### config.mk
export PLATFORM = sky130hd
export DESIGN_NAME = sprite_compositor_flat
export DESIGN_NICKNAME = d
export VERILOG_FILES = /design/src/rtl/graphics_pkg.sv /design/src/rtl/sprite_compositor_if.sv /design/src/rtl/sprite_compositor_sprite_hit.sv /design/src/rtl/sprite_compositor.sv /design/src/flat_wrapper.sv
export SDC_FILE = /design/constraint.sdc
export NUM_CORES = 1
export LEC_CHECK = 0
export ABC_AREA = 1
export BUFFER_PORTS_ARGS = -buffer_cell sky130_fd_sc_hd__buf_4
export CELL_PAD_IN_SITES_DETAIL_PLACEMENT = 0
export CELL_PAD_IN_SITES_GLOBAL_PLACEMENT = 1
export CORE_UTILIZATION = 35
export CTS_CLUSTER_DIAMETER = 40
export DETAILED_ROUTE_END_ITERATION = 10
export MAX_ROUTING_LAYER = met4
export PLACE_DENSITY_LB_ADDON = 0.08
export REMOVE_ABC_BUFFERS = 1
export SKIP_LAST_GASP = 1
export SLEW_MARGIN = 20
export SYNTH_ARGS = -nofsm -noshare
export SYNTH_HDL_FRONTEND = slang
export SYNTH_SLANG_ARGS = --single-unit
### constraint.sdc
create_clock -name clk -period 3.3 [get_ports clk]
set_clock_uncertainty 0.15 [all_clocks]
set_input_delay 0.66 -clock clk [delete_from_list [all_inputs] [get_ports clk]]
set_output_delay 0.66 -clock clk [all_outputs]
set_load 0.1 [all_outputs]
### src/rtl/graphics_pkg.sv
// Shared constants and helpers for the display-path blocks.
// Default geometry, colour constants and packed-field slicing.
package graphics_pkg;

  localparam int CW_DEF = 10;
  localparam int CD_DEF = 8;

  localparam logic [3*CD_DEF-1:0] BLACK = '0;

  // Widest packed vector / field the slicing helper handles.
  localparam int FV = 256;
  localparam int FF = 64;

  function automatic logic [FF-1:0] field(
    input logic [FV-1:0] vec,
    input int            idx,
    input int            w
  );
    logic [FV-1:0] mask;
    mask = (FV'(1) << w) - FV'(1);
    return FF'((vec >> (idx * w)) & mask);
  endfunction

endpackage

### src/rtl/sprite_compositor_if.sv
// Bundle between timing controller, sprite images and compositor.
// master = upstream driver, slave = compositor.
interface sprite_compositor_if #(
  parameter int N_SPR = 4,
  parameter int CW    = 10,
  parameter int CD    = 8
);

  logic                    pix_en;
  logic [CW-1:0]           xpos;
  logic [CW-1:0]           ypos;
  logic                    de;
  logic                    vblank;
  logic                    upd_valid;
  logic [N_SPR*CW-1:0]     upd_x;
  logic [N_SPR*CW-1:0]     upd_y;
  logic [N_SPR-1:0]        upd_en;
  logic [N_SPR*CW-1:0]     spr_lx;
  logic [N_SPR*CW-1:0]     spr_ly;
  logic [N_SPR*CW-1:0]     spr_w;
  logic [N_SPR*CW-1:0]     spr_h;
  logic [N_SPR*3*CD-1:0]   spr_rgb;
  logic [N_SPR-1:0]        spr_a;
  logic [3*CD-1:0]         bg_rgb;
  logic [3*CD-1:0]         pix_rgb;
  logic                    pix_de;
  logic [N_SPR-1:0]        coll_status;
  logic                    coll_irq;

  modport master (
    output pix_en, xpos, ypos, de, vblank,
    output upd_valid, upd_x, upd_y, upd_en,
    output spr_w, spr_h, spr_rgb, spr_a,
    output bg_rgb,
    input  spr_lx, spr_ly,
    input  pix_rgb, pix_de,
    input  coll_status, coll_irq
  );

  modport slave (
    input  pix_en, xpos, ypos, de, vblank,
    input  upd_valid, upd_x, upd_y, upd_en,
    input  spr_w, spr_h, spr_rgb, spr_a,
    input  bg_rgb,
    output spr_lx, spr_ly,
    output pix_rgb, pix_de,
    output coll_status, coll_irq
  );

endinterface

### src/rtl/sprite_compositor_sprite_hit.sv
// Per-sprite local coordinates and bounding-box hit test.
// End coordinates use one extra bit so edge sprites clip.
module sprite_hit
  import graphics_pkg::*;
#(
  parameter int CW = CW_DEF
) (
  input  logic [CW-1:0] xpos,
  input  logic [CW-1:0] ypos,
  input  logic [CW-1:0] act_x,
  input  logic [CW-1:0] act_y,
  input  logic [CW-1:0] w,
  input  logic [CW-1:0] h,
  input  logic          en,
  input  logic          a,
  output logic [CW-1:0] lx,
  output logic [CW-1:0] ly,
  output logic          hit
);

  logic [CW:0] x_end;
  logic [CW:0] y_end;
  logic        in_x;
  logic        in_y;

  assign lx    = xpos - act_x;
  assign ly    = ypos - act_y;

  assign x_end = {1'b0, act_x} + {1'b0, w};
  assign y_end = {1'b0, act_y} + {1'b0, h};

  assign in_x  = (xpos >= act_x) &
                 ({1'b0, xpos} < x_end);
  assign in_y  = (ypos >= act_y) &
                 ({1'b0, ypos} < y_end);

  assign hit   = en & a & in_x & in_y;

endmodule

### src/rtl/sprite_compositor.sv
// Multi-sprite compositor: frame-synchronous attribute
// update, 2-strobe colour pipeline, per-frame collisions.
module sprite_compositor
  import graphics_pkg::*;
#(
  parameter int N_SPR = 4,
  parameter int CW    = CW_DEF,
  parameter int CD    = CD_DEF
) (
  input  logic               clk,
  input  logic               rst,
  sprite_compositor_if.slave bus
);

  localparam int RW = 3 * CD;

  logic [N_SPR*CW-1:0] sh_x_q, sh_x_d;
  logic [N_SPR*CW-1:0] sh_y_q, sh_y_d;
  logic [N_SPR-1:0]    sh_en_q, sh_en_d;
  logic [N_SPR*CW-1:0] act_x_q, act_x_d;
  logic [N_SPR*CW-1:0] act_y_q, act_y_d;
  logic [N_SPR-1:0]    act_en_q, act_en_d;
  logic                vblank_q, vblank_d;
  logic                frame_start;

  logic [N_SPR-1:0]    hit;
  logic [N_SPR*CW-1:0] lx_all;
  logic [N_SPR*CW-1:0] ly_all;

  logic [N_SPR-1:0]    s1_hit_q, s1_hit_d;
  logic [N_SPR*RW-1:0] s1_rgb_q, s1_rgb_d;
  logic [RW-1:0]       s1_bg_q, s1_bg_d;
  logic                s1_de_q, s1_de_d;

  logic [RW-1:0]       pix_rgb_q, pix_rgb_d;
  logic                pix_de_q, pix_de_d;
  logic [RW-1:0]       sel_rgb;

  logic [N_SPR-1:0]    coll_acc_q, coll_acc_d;
  logic [N_SPR-1:0]    coll_status_q, coll_status_d;
  logic                coll_irq_q, coll_irq_d;
  logic [N_SPR-1:0]    coll_add;
  logic                multi;

  assign frame_start = bus.vblank & ~vblank_q;

  for (genvar i = 0; i < N_SPR; i++) begin : g_spr
    sprite_hit #(.CW(CW)) u_hit (
      .xpos  (bus.xpos),
      .ypos  (bus.ypos),
      .act_x (act_x_q[i*CW +: CW]),
      .act_y (act_y_q[i*CW +: CW]),
      .w     (bus.spr_w[i*CW +: CW]),
      .h     (bus.spr_h[i*CW +: CW]),
      .en    (act_en_q[i]),
      .a     (bus.spr_a[i]),
      .lx    (lx_all[i*CW +: CW]),
      .ly    (ly_all[i*CW +: CW]),
      .hit   (hit[i])
    );
  end

  assign bus.spr_lx = lx_all;
  assign bus.spr_ly = ly_all;

  // Lowest index wins: walk from the top down.
  always_comb begin
    sel_rgb = s1_bg_q;
    for (int i = N_SPR - 1; i >= 0; i--) begin
      if (s1_hit_q[i]) begin
        sel_rgb = RW'(field(FV'(s1_rgb_q), i, RW));
      end
    end
  end

  assign multi    = $countones(s1_hit_q) >= 2;
  assign coll_add = (bus.pix_en & s1_de_q & multi)
                  ? s1_hit_q : '0;

  always_comb begin
    vblank_d = bus.vblank;

    sh_x_d   = bus.upd_valid ? bus.upd_x  : sh_x_q;
    sh_y_d   = bus.upd_valid ? bus.upd_y  : sh_y_q;
    sh_en_d  = bus.upd_valid ? bus.upd_en : sh_en_q;

    // Shadow next-state gives write-through on the boundary.
    act_x_d  = frame_start ? sh_x_d  : act_x_q;
    act_y_d  = frame_start ? sh_y_d  : act_y_q;
    act_en_d = frame_start ? sh_en_d : act_en_q;

    s1_hit_d  = s1_hit_q;
    s1_rgb_d  = s1_rgb_q;
    s1_bg_d   = s1_bg_q;
    s1_de_d   = s1_de_q;
    pix_rgb_d = pix_rgb_q;
    pix_de_d  = pix_de_q;
    if (bus.pix_en) begin
      s1_hit_d  = hit;
      s1_rgb_d  = bus.spr_rgb;
      s1_bg_d   = bus.bg_rgb;
      s1_de_d   = bus.de;
      pix_rgb_d = s1_de_q ? sel_rgb : RW'(BLACK);
      pix_de_d  = s1_de_q;
    end

    coll_status_d = coll_status_q;
    coll_acc_d    = coll_acc_q | coll_add;
    coll_irq_d    = 1'b0;
    if (frame_start) begin
      coll_status_d = coll_acc_q | coll_add;
      coll_acc_d    = '0;
      coll_irq_d    = 1'b1;
    end
  end

  always_ff @(posedge clk or negedge rst) begin
    if (!rst) begin
      vblank_q      <= 1'b0;
      sh_x_q        <= '0;
      sh_y_q        <= '0;
      sh_en_q       <= '0;
      act_x_q       <= '0;
      act_y_q       <= '0;
      act_en_q      <= '0;
      s1_hit_q      <= '0;
      s1_rgb_q      <= '0;
      s1_bg_q       <= '0;
      s1_de_q       <= 1'b0;
      pix_rgb_q     <= '0;
      pix_de_q      <= 1'b0;
      coll_acc_q    <= '0;
      coll_status_q <= '0;
      coll_irq_q    <= 1'b0;
    end else begin
      vblank_q      <= vblank_d;
      sh_x_q        <= sh_x_d;
      sh_y_q        <= sh_y_d;
      sh_en_q       <= sh_en_d;
      act_x_q       <= act_x_d;
      act_y_q       <= act_y_d;
      act_en_q      <= act_en_d;
      s1_hit_q      <= s1_hit_d;
      s1_rgb_q      <= s1_rgb_d;
      s1_bg_q       <= s1_bg_d;
      s1_de_q       <= s1_de_d;
      pix_rgb_q     <= pix_rgb_d;
      pix_de_q      <= pix_de_d;
      coll_acc_q    <= coll_acc_d;
      coll_status_q <= coll_status_d;
      coll_irq_q    <= coll_irq_d;
    end
  end

  assign bus.pix_rgb     = pix_rgb_q;
  assign bus.pix_de      = pix_de_q;
  assign bus.coll_status = coll_status_q;
  assign bus.coll_irq    = coll_irq_q;

endmodule

### src/flat_wrapper.sv
// flat-port wrapper written by rule: the top's interface ports become plain ports
module sprite_compositor_flat import graphics_pkg::*;
#(
  parameter int N_SPR = 4,
  parameter int CW    = CW_DEF,
  parameter int CD    = CD_DEF
)
  (clk, rst, bus_pix_en, bus_xpos, bus_ypos, bus_de, bus_vblank, bus_upd_valid, bus_upd_x, bus_upd_y, bus_upd_en, bus_spr_w, bus_spr_h, bus_spr_rgb, bus_spr_a, bus_bg_rgb, bus_spr_lx, bus_spr_ly, bus_pix_rgb, bus_pix_de, bus_coll_status, bus_coll_irq);
  sprite_compositor_if #(.N_SPR(N_SPR), .CW(CW), .CD(CD)) bus_i ();
  input  logic clk;
  input  logic rst;
  input wire logic [$bits(bus_i.pix_en)-1:0] bus_pix_en;
  input wire logic [$bits(bus_i.xpos)-1:0] bus_xpos;
  input wire logic [$bits(bus_i.ypos)-1:0] bus_ypos;
  input wire logic [$bits(bus_i.de)-1:0] bus_de;
  input wire logic [$bits(bus_i.vblank)-1:0] bus_vblank;
  input wire logic [$bits(bus_i.upd_valid)-1:0] bus_upd_valid;
  input wire logic [$bits(bus_i.upd_x)-1:0] bus_upd_x;
  input wire logic [$bits(bus_i.upd_y)-1:0] bus_upd_y;
  input wire logic [$bits(bus_i.upd_en)-1:0] bus_upd_en;
  input wire logic [$bits(bus_i.spr_w)-1:0] bus_spr_w;
  input wire logic [$bits(bus_i.spr_h)-1:0] bus_spr_h;
  input wire logic [$bits(bus_i.spr_rgb)-1:0] bus_spr_rgb;
  input wire logic [$bits(bus_i.spr_a)-1:0] bus_spr_a;
  input wire logic [$bits(bus_i.bg_rgb)-1:0] bus_bg_rgb;
  output wire logic [$bits(bus_i.spr_lx)-1:0] bus_spr_lx;
  output wire logic [$bits(bus_i.spr_ly)-1:0] bus_spr_ly;
  output wire logic [$bits(bus_i.pix_rgb)-1:0] bus_pix_rgb;
  output wire logic [$bits(bus_i.pix_de)-1:0] bus_pix_de;
  output wire logic [$bits(bus_i.coll_status)-1:0] bus_coll_status;
  output wire logic [$bits(bus_i.coll_irq)-1:0] bus_coll_irq;
  assign bus_i.pix_en = bus_pix_en;
  assign bus_i.xpos = bus_xpos;
  assign bus_i.ypos = bus_ypos;
  assign bus_i.de = bus_de;
  assign bus_i.vblank = bus_vblank;
  assign bus_i.upd_valid = bus_upd_valid;
  assign bus_i.upd_x = bus_upd_x;
  assign bus_i.upd_y = bus_upd_y;
  assign bus_i.upd_en = bus_upd_en;
  assign bus_i.spr_w = bus_spr_w;
  assign bus_i.spr_h = bus_spr_h;
  assign bus_i.spr_rgb = bus_spr_rgb;
  assign bus_i.spr_a = bus_spr_a;
  assign bus_i.bg_rgb = bus_bg_rgb;
  assign bus_spr_lx = bus_i.spr_lx;
  assign bus_spr_ly = bus_i.spr_ly;
  assign bus_pix_rgb = bus_i.pix_rgb;
  assign bus_pix_de = bus_i.pix_de;
  assign bus_coll_status = bus_i.coll_status;
  assign bus_coll_irq = bus_i.coll_irq;
  sprite_compositor #(.N_SPR(N_SPR), .CW(CW), .CD(CD)) u_core (.clk(clk), .rst(rst), .bus(bus_i));
endmodule
==> metrics, run 1 <==
Synth Area in XOR/XNOR 4.935%; Max Slew Vio Count 0; Setup WS post-layout -0.03340 ns; Max Cap Viol 0; Core Area 62170 um^2; Final setup viols 3; fillcell total 6056; die height 253.8 um; DP Area 27060 um^2; port bufs 423; global-route wire length before repair 115400 um; CTS Buf Count 77; Leak Pwr 15.92 nW; mux share of post-synthesis cell area 4.264%; global route total overflow 0; cell count after synthesis 2814; WP buf/inv 2; ratio of cells with drive above 1 in the final layout 27.83%; Final Cell Area 31480 um^2; Die W 253.8 um; vias in the first global route 21275; FMAX 0.3000 GHz; Synth Area in Adders 14.73%; clk sink count 328; Clock Root Buffer clkbuf_16; critical-path cell list ha_2, fa_2, inv_2, a31oi_4, o21ai_2, nand3_1, nand2_1, xor2_1, buf_6; RR Startpoint u_core.act_y_q[20]; Setup CP Type flip-flop to output port; Final Wtd Congestion 0.8883; Initial Util 35.69%; slowest stage delay, CP 0.40 ns; H-tree depth 3; Clock Latency Late Sink 0.60 ns; Crit Path Max Fanout 2; Clock Tree Buf Depth 3; Hold WC Path Type primary input to flip-flop; Worst Tran Pin Value 1.071 ns; Iter 0 DRT Violations 1022; Residual DRC 0; Mapped Area 22190 um^2; DRT Wirelength 74990 um; Yosys reg bits 328; clk slew on worst S/H paths 0.05 ns; layout overhead on the synthesized area 41.91%; total power 23.04 mW; site row count 91; syn_area_per_cell 7.884 um^2; # IOs 424; Finished Layout Cells 4310; Min Hold Slack 0.1048 ns; Worst Hold Launch bus_spr_rgb[72]; fin nets 3963; Pwr Density 731.7 nW/um^2; Synth Area in Compound Gates 11.60%; CTS tree done; final core utilization 50.64%; startpoint class of the critical path flip-flop; Crit path max-delay family adder cells; Worst EP required 2.49 ns; DP HPWL 55010 um; TNS Setup -0.05894 ns; largest family of logic cells by synthesized area simple AND/OR/NAND/NOR gates; Post-Place Cells 4108; Synth cell types 29; CP endpoint kind output port; Post-Place Worst Slack -0.2291 ns; die area 64400 um^2; Period Utilization, post-route 101.0%; largest net degree at the start of global routing 166; GR Util All Layers 23.92%; initial antenna violation count 13; fin crit period 3.333 ns; RSZ-0062 raised after global routing true; max_slew headroom 28.57%; CP startpoint u_core.act_y_q[10]; status finished with violations; via count 20676; DR pass1 iterations 5; Max IR drop VDD 0.7980 mV; Post-DRT Antenna Nets 0; CP max-delay cell dfrtp_1; vias per cell 4.797; final hold vios 0; simple-gate share of the synthesized area 19.75%; failing checks setup timing; crit path DAT 2.52 ns; register area share after synthesis 37.00%; Yosys warning count 0; DR WL/cell 17.40 um
power breakdown:
| part | internal [mW] | switching [mW] | leakage [nW] |
|---|---|---|---|
| Combinational | 3.29 | 6.76 | 10.5 |
| Sequential | 4.48 | 0.220 | 4.00 |
| Clock | 5.73 | 2.56 | 1.37 |
cells in the mapped netlist (all sizes together):
cell      n  share of area [%]
a21boi    8               0.27
a21o     18               0.61
a21oi   140                3.2
a31oi    17               0.48
buf      36               0.90
clkbuf   44               0.75
clkinv    1              0.017
dfrtp   328                 37
fa       17                1.5
ha      234                 13
inv     358                6.1
mux2     84                4.3
nand2   828                 14
nand3    88                2.0
nand3b    4               0.14
nand4    23               0.65
nor2    133                2.3
nor3     18               0.41
nor4     11               0.31
o21a      4               0.14
o21ai   275                6.3
o21bai   12               0.41
o31ai     8               0.27
xnor2    46                1.8
xor2     79                3.1
area by class of cell:
class	count	area [um^2]	share of cell area [%]
sequential	328	8219	26.11
clock inverter	45	711.9	2.261
timing repair buffer	585	4798	15.24
antenna	13	32.53	0.1033
clock buffer	96	2110	6.701
inverter	359	1351	4.292
tap	837	1047	3.326
multi-input combinational	2047	13210	41.97
state kept, by name, summed over array words and instances (netlist names):
signal / flops
u_core.bus.pix_rgb: 24
u_core.vblank_q: 1
u_core.s1_hit_q: 4
u_core.act_en_q: 4
u_core.s1_rgb_q: 96
u_core.sh_y_q: 40
u_core.act_y_q: 40
u_core.sh_x_q: 40
u_core.s1_bg_q: 24
u_core.coll_acc_q: 4
u_core.bus.pix_de: 1
u_core.sh_en_q: 4
u_core.bus.coll_irq: 1
u_core.act_x_q: 40
u_core.s1_de_q: 1
u_core.bus.coll_status: 4
final timing paths:
path / endpoint / slack [ns] / cells past startpoint
min in group asynchronous: u_core.sh_x_q[28] / 0.54 / 2
min reg2reg: u_core.s1_rgb_q[77] / 0.32 / 2
max reg2reg: u_core.s1_hit_q[2] / 0.16 / 18
min: u_core.s1_rgb_q[72] / 0.10 / 3
max: bus_spr_ly[18] / -0.03 / 9
max in group asynchronous: u_core.bus.pix_rgb[16] / 1.65 / 3
routing by layer:
layer	GRT usage, %	routed length [um]	up-vias
met5	-	0	-
met1	29.29	32750	9772
li1	-	-	10317
met3	5.234	4034	129
met4	9.484	2446	0
met2	38.24	35760	458
cell usage in the layout (no fill, tap or decap), types with 21 or more instances in the layout:
cell	netlist	final
ha_4	0	33
nand4_1	23	23
dfrtp_1	328	319
nand3_1	88	88
clkbuf_16	0	78
o21ai_0	259	249
xor2_1	79	66
nor2_1	133	128
buf_6	0	29
mux2_2	84	84
a21oi_1	140	116
nand2_1	828	819
xnor2_1	46	40
buf_12	0	21
inv_1	358	338
buf_4	8	529
ha_1	234	195
cell families after synthesis:
group,count (synthesis)
AOI/OAI and AO/OA,482
xor gates and xnor gates,125
adders and majority gates,251
buffers and inverters,439
DFF,328
muxes,84
and+or+nand+nor,1105
what timing repair did:
action / in CTS / in global routing
setup endpoints to repair: 44 / 45
gates resized for setup: 125 / 131
hold endpoints to repair: 64 / 0
hold buffers: 2 / 0
setup buffers: 23 / 26
pin swaps: 33 / 59
worst register-to-register path: stages (launching register included):
cell and delay [ns]:
dfrtp_1 0.41, buf_4 0.16, ha_1 0.21, fa_1 0.40, inv_1 0.13, nor2_1 0.06, nor2_1 0.17, xor2_1 0.27
ha_1 0.30, a21o_1 0.16, nor2_1 0.09, nand2_1 0.09, nand2_1 0.07, nand2_1 0.05, nand2_1 0.05, nand2_1 0.04
nand2_1 0.13, nand3_1 0.09, nand2_1 0.06
Power figures use the tool's default switching activity.
==> run 2: changes to the inputs <==
--- a/config.mk
+++ b/config.mk
@@ -5,16 +5,14 @@
 export SDC_FILE = /design/constraint.sdc
 export NUM_CORES = 1
 export LEC_CHECK = 0
-export ABC_AREA = 1
 export BUFFER_PORTS_ARGS = -buffer_cell sky130_fd_sc_hd__buf_4
-export CELL_PAD_IN_SITES_DETAIL_PLACEMENT = 0
-export CELL_PAD_IN_SITES_GLOBAL_PLACEMENT = 1
 export CORE_UTILIZATION = 35
 export CTS_CLUSTER_DIAMETER = 40
 export DETAILED_ROUTE_END_ITERATION = 10
 export MAX_ROUTING_LAYER = met4
 export PLACE_DENSITY_LB_ADDON = 0.08
 export REMOVE_ABC_BUFFERS = 1
+export SETUP_SLACK_MARGIN = 0.5
 export SKIP_LAST_GASP = 1
 export SLEW_MARGIN = 20
 export SYNTH_ARGS = -nofsm -noshare
==> run 2 against run 1 <==
Effect of this change:
- the run still ends with setup timing left
- area after synthesis shrank 3.8%
- critical path depth increased by 1
- highest routed layer unchanged
- clock power down 8.0%
- register-to-register slack worse by 0.19 ns
- critical endpoint is now bus_spr_lx[29]
- synthesized cell count down 24%
- sequential power about the same
==> metrics, run 2 <==
status finished with violations (unchanged); failing checks setup timing (unchanged); commonest non-fill, non-tap cells in the layout 542 x buf_4, 319 x dfrtp_1, 221 x nand2_1 (was 819 x nand2_1, 529 x buf_4, 338 x inv_1); Max Slew Vio Count 0 (unchanged); Synth cell types 74 (was 29); register area 8219 um^2 (unchanged); Post-synth ARST share 100.0% (unchanged); Hold WC Path Type primary input to flip-flop (unchanged); die height 249.0 um (was 253.8 um); ratio of cells with drive above 1 in the final layout 43.39% (was 27.83%); Max Cap Viol 0 (unchanged); Residual DRC 0 (unchanged); Setup WS post-layout -0.1744 ns (was -0.03340 ns); GR Util All Layers 23.53% (was 23.92%); Max IR drop VDD 0.4884 mV (was 0.7980 mV); die area 62000 um^2 (was 64400 um^2); Logic pwr share 48.3% (was 43.7%); Leak Pwr 15.16 nW (was 15.92 nW); Hold Path End u_core.s1_rgb_q[42] (was u_core.s1_rgb_q[72]); FF-to-FF End u_core.s1_hit_q[0] (was u_core.s1_hit_q[2]); cell count after synthesis 2125 (was 2814); CTS tree done (unchanged); Sw Pwr 9.777 mW (was 9.540 mW); Yosys warning count 0 (unchanged); WHS Path Cells 2 (was 3); FMAX 0.2878 GHz (was 0.3000 GHz); DR pass1 iterations 5 (unchanged); sw frac 40.91% (was 41.41%); Worst Hold Launch bus_spr_rgb[42] (was bus_spr_rgb[72]); clk sink count 328 (unchanged); fin nets 3373 (was 3963); clock share of power 31.9% (was 36.0%); Pwr Density 738.1 nW/um^2 (was 731.7 nW/um^2); Top reg by flops u_core.s1_rgb_q (unchanged); Min Hold Slack 0.1124 ns (was 0.1048 ns); Worst Tran Pin Value 0.9491 ns (was 1.071 ns); Iter 0 DRT Violations 616 (was 1022); fillcell total 5307 (was 6056); Final Cell Area 32380 um^2 (was 31480 um^2); Mapped Area 21350 um^2 (was 22190 um^2); CP endpoint kind output port (unchanged); Clock Tree Buf Depth 3 (unchanged); worst r2r path cells 16 (was 18); register area share after synthesis 38.44% (was 37.00%); DP Area 26740 um^2 (was 27060 um^2); Yosys reg bits 328 (unchanged); RSZ-0062 raised after global routing true (unchanged); DP HPWL 52330 um (was 55010 um); max FFs per register 96 (unchanged); Period Utilization, post-route 105.3% (was 101.0%); Final setup viols 30 (was 3); Post-DRT Antenna Nets 0 (unchanged); # IOs 424 (unchanged); most common cell after layout, fill and taps aside buf_4 (was nand2_1); crit path DAT 2.66 ns (was 2.52 ns); Crit Path Max Fanout 3 (was 2); global route total overflow 0 (unchanged); total power 23.90 mW (was 23.04 mW); port bufs 423 (unchanged); RR Startpoint u_core.act_x_q[0] (was u_core.act_y_q[20]); startpoint class of the critical path flip-flop (unchanged); CTS Buf Count 71 (was 77); predominant post-synthesis flop cell dfrtp_1 (unchanged); Clock Root Buffer clkbuf_16 (unchanged); reg2reg setup slack -0.03 ns (was 0.16 ns); layout overhead on the synthesized area 51.67% (was 41.91%); vias in the first global route 19358 (was 21275); Post-Place Worst Slack -0.4606 ns (was -0.2291 ns); DRT Wirelength 70830 um (was 74990 um); syn_area_per_cell 10.05 um^2 (was 7.884 um^2); Core Area 60360 um^2 (was 62170 um^2); largest net degree at the start of global routing 86 (was 166); site row count 90 (was 91); register share of total power 19.8% (was 20.4%); Die W 249.0 um (was 253.8 um); Initial Util 35.38% (was 35.69%); post-synth top area cell dfrtp_1 (unchanged); Setup CP Type flip-flop to output port (unchanged); fin crit period 3.474 ns (was 3.333 ns); global-route wire length before repair 109500 um (was 115400 um); internal power 14.12 mW (was 13.50 mW); Synth top area share 38.44% (was 37.00%); synth top area cells dfrtp_1 38%, ha_1 14%, mux2_2 11% (was dfrtp_1 37%, nand2_1 14%, ha_1 13%); final hold vios 0 (unchanged); max_slew headroom 36.73% (was 28.57%); Commonest cells post-synth 328 x dfrtp_1, 234 x ha_1, 224 x nand2_1 (was 828 x nand2_1, 358 x inv_1, 328 x dfrtp_1); H-tree depth 3 (unchanged); DR WL/cell 19.36 um (was 17.40 um); Post-synth EDFFs 0 (unchanged); Clock Latency Late Sink 0.62 ns (was 0.60 ns); Final Wtd Congestion 0.8685 (was 0.8883); clk slew on worst S/H paths 0.05 ns (about the same); vias per cell 5.035 (was 4.797); via count 18418 (was 20676); initial antenna violation count 9 (was 13); area of the multi-input gates 13900 um^2 (was 13210 um^2); Worst EP required 2.49 ns (about the same); most numerous cell in the Yosys netlist dfrtp_1 (was nand2_1)
## run 2: cell count changes after synthesis, moves of 14 or more
cell      change
o21ai_0     -122
inv_1       -209
nand2_1     -604
a21o_1       +27
nand3_1      -68
mux2i_1      +49
nor2_1       -20
a21oi_2      +14
nor3_1       +20
nand2b_1     +20
buf_2        -16
mux2_2      +121
o22ai_1      +26
## run 2: layout make-up
type	count	share of cell area (%)
multi-input combinational	1583	42.93
sequential	328	25.38
timing repair buffer	673	18.75
clock buffer	93	6.143
tap	782	3.021
clock inverter	39	1.901
inverter	151	1.808
antenna	9	0.06955
## run 2: what timing repair did
item,in CTS,in global routing
cloned,0,0
pin swaps,116,105
setup endpoints to repair,76,73
hold buffers,2,0
setup buffers,51,23
resized for setup,339,132
hold endpoints to repair,52,0
## run 2: critical path, stage by stage, from the launching register on
cell	delay (ns)
dfrtp_1	0.38
buf_6	0.13
inv_4	0.05
ha_4	0.18
nor2b_4	0.12
o21ai_2	0.14
a21o_1	0.20
a31oi_4	0.10
or4_4	0.45
nand3_4	0.10
buf_12	0.18
## run 2: cells by family after synthesis
group           share of synthesized area (%)
simple gates                            9.968
buf+inv                                 3.997
compound gates                          14.42
mux                                     13.11
flops                                   38.44
fa+ha+maj                               15.31
xor+xnor                                4.758
## run 2: worst max path at each step
stage | from | endpoint | slack, ns | depth (start not counted)
2_1_floorplan | bus_ypos[0] | bus_spr_ly[19] | -1.51 | 8
3_3_place_gp | bus_spr_w[0] | u_core.s1_hit_q[0] | -0.50 | 16
3_5_place_dp | bus_spr_w[0] | u_core.s1_hit_q[0] | -0.46 | 16
4_1_cts | u_core.act_x_q[21] | bus_spr_lx[29] | -0.32 | 10
5_1_grt | u_core.act_x_q[21] | bus_spr_lx[29] | -0.27 | 10
6_report | u_core.act_x_q[21] | bus_spr_lx[29] | -0.17 | 10
## run 2: power groups by stage
stage,Clock [mW],Sequential [mW],Combinational (mW)
after CTS,7.79,4.73,11.0
after detailed placement,0,4.80,9.52
after global routing,7.94,4.79,12.3
after floorplan,0,5.10,6.30
final,7.62,4.73,11.6
after global placement,0,4.79,9.42
## run 2: stage by stage
stage | setup TNS (ns) | std cells | util (%)
floorplan | -39.47 | 2062 | -
global placement | -7.605 | 3441 | 44.31
detailed placement | -8.330 | 3441 | 44.31
CTS | -4.175 | 3626 | 52.21
global route | -5.843 | 3658 | 53.65
finish | -1.929 | 3658 | 53.65
## run 2: per-layer routing
metal / up-vias / track usage (%) / share of wire [%]
met5: - / - / 0
met1: 9001 / 28.44 / 43
met4: 0 / 7.329 / 2.4
met2: 373 / 38.18 / 48
li1: 8943 / - / -
met3: 101 / 6.249 / 6.0
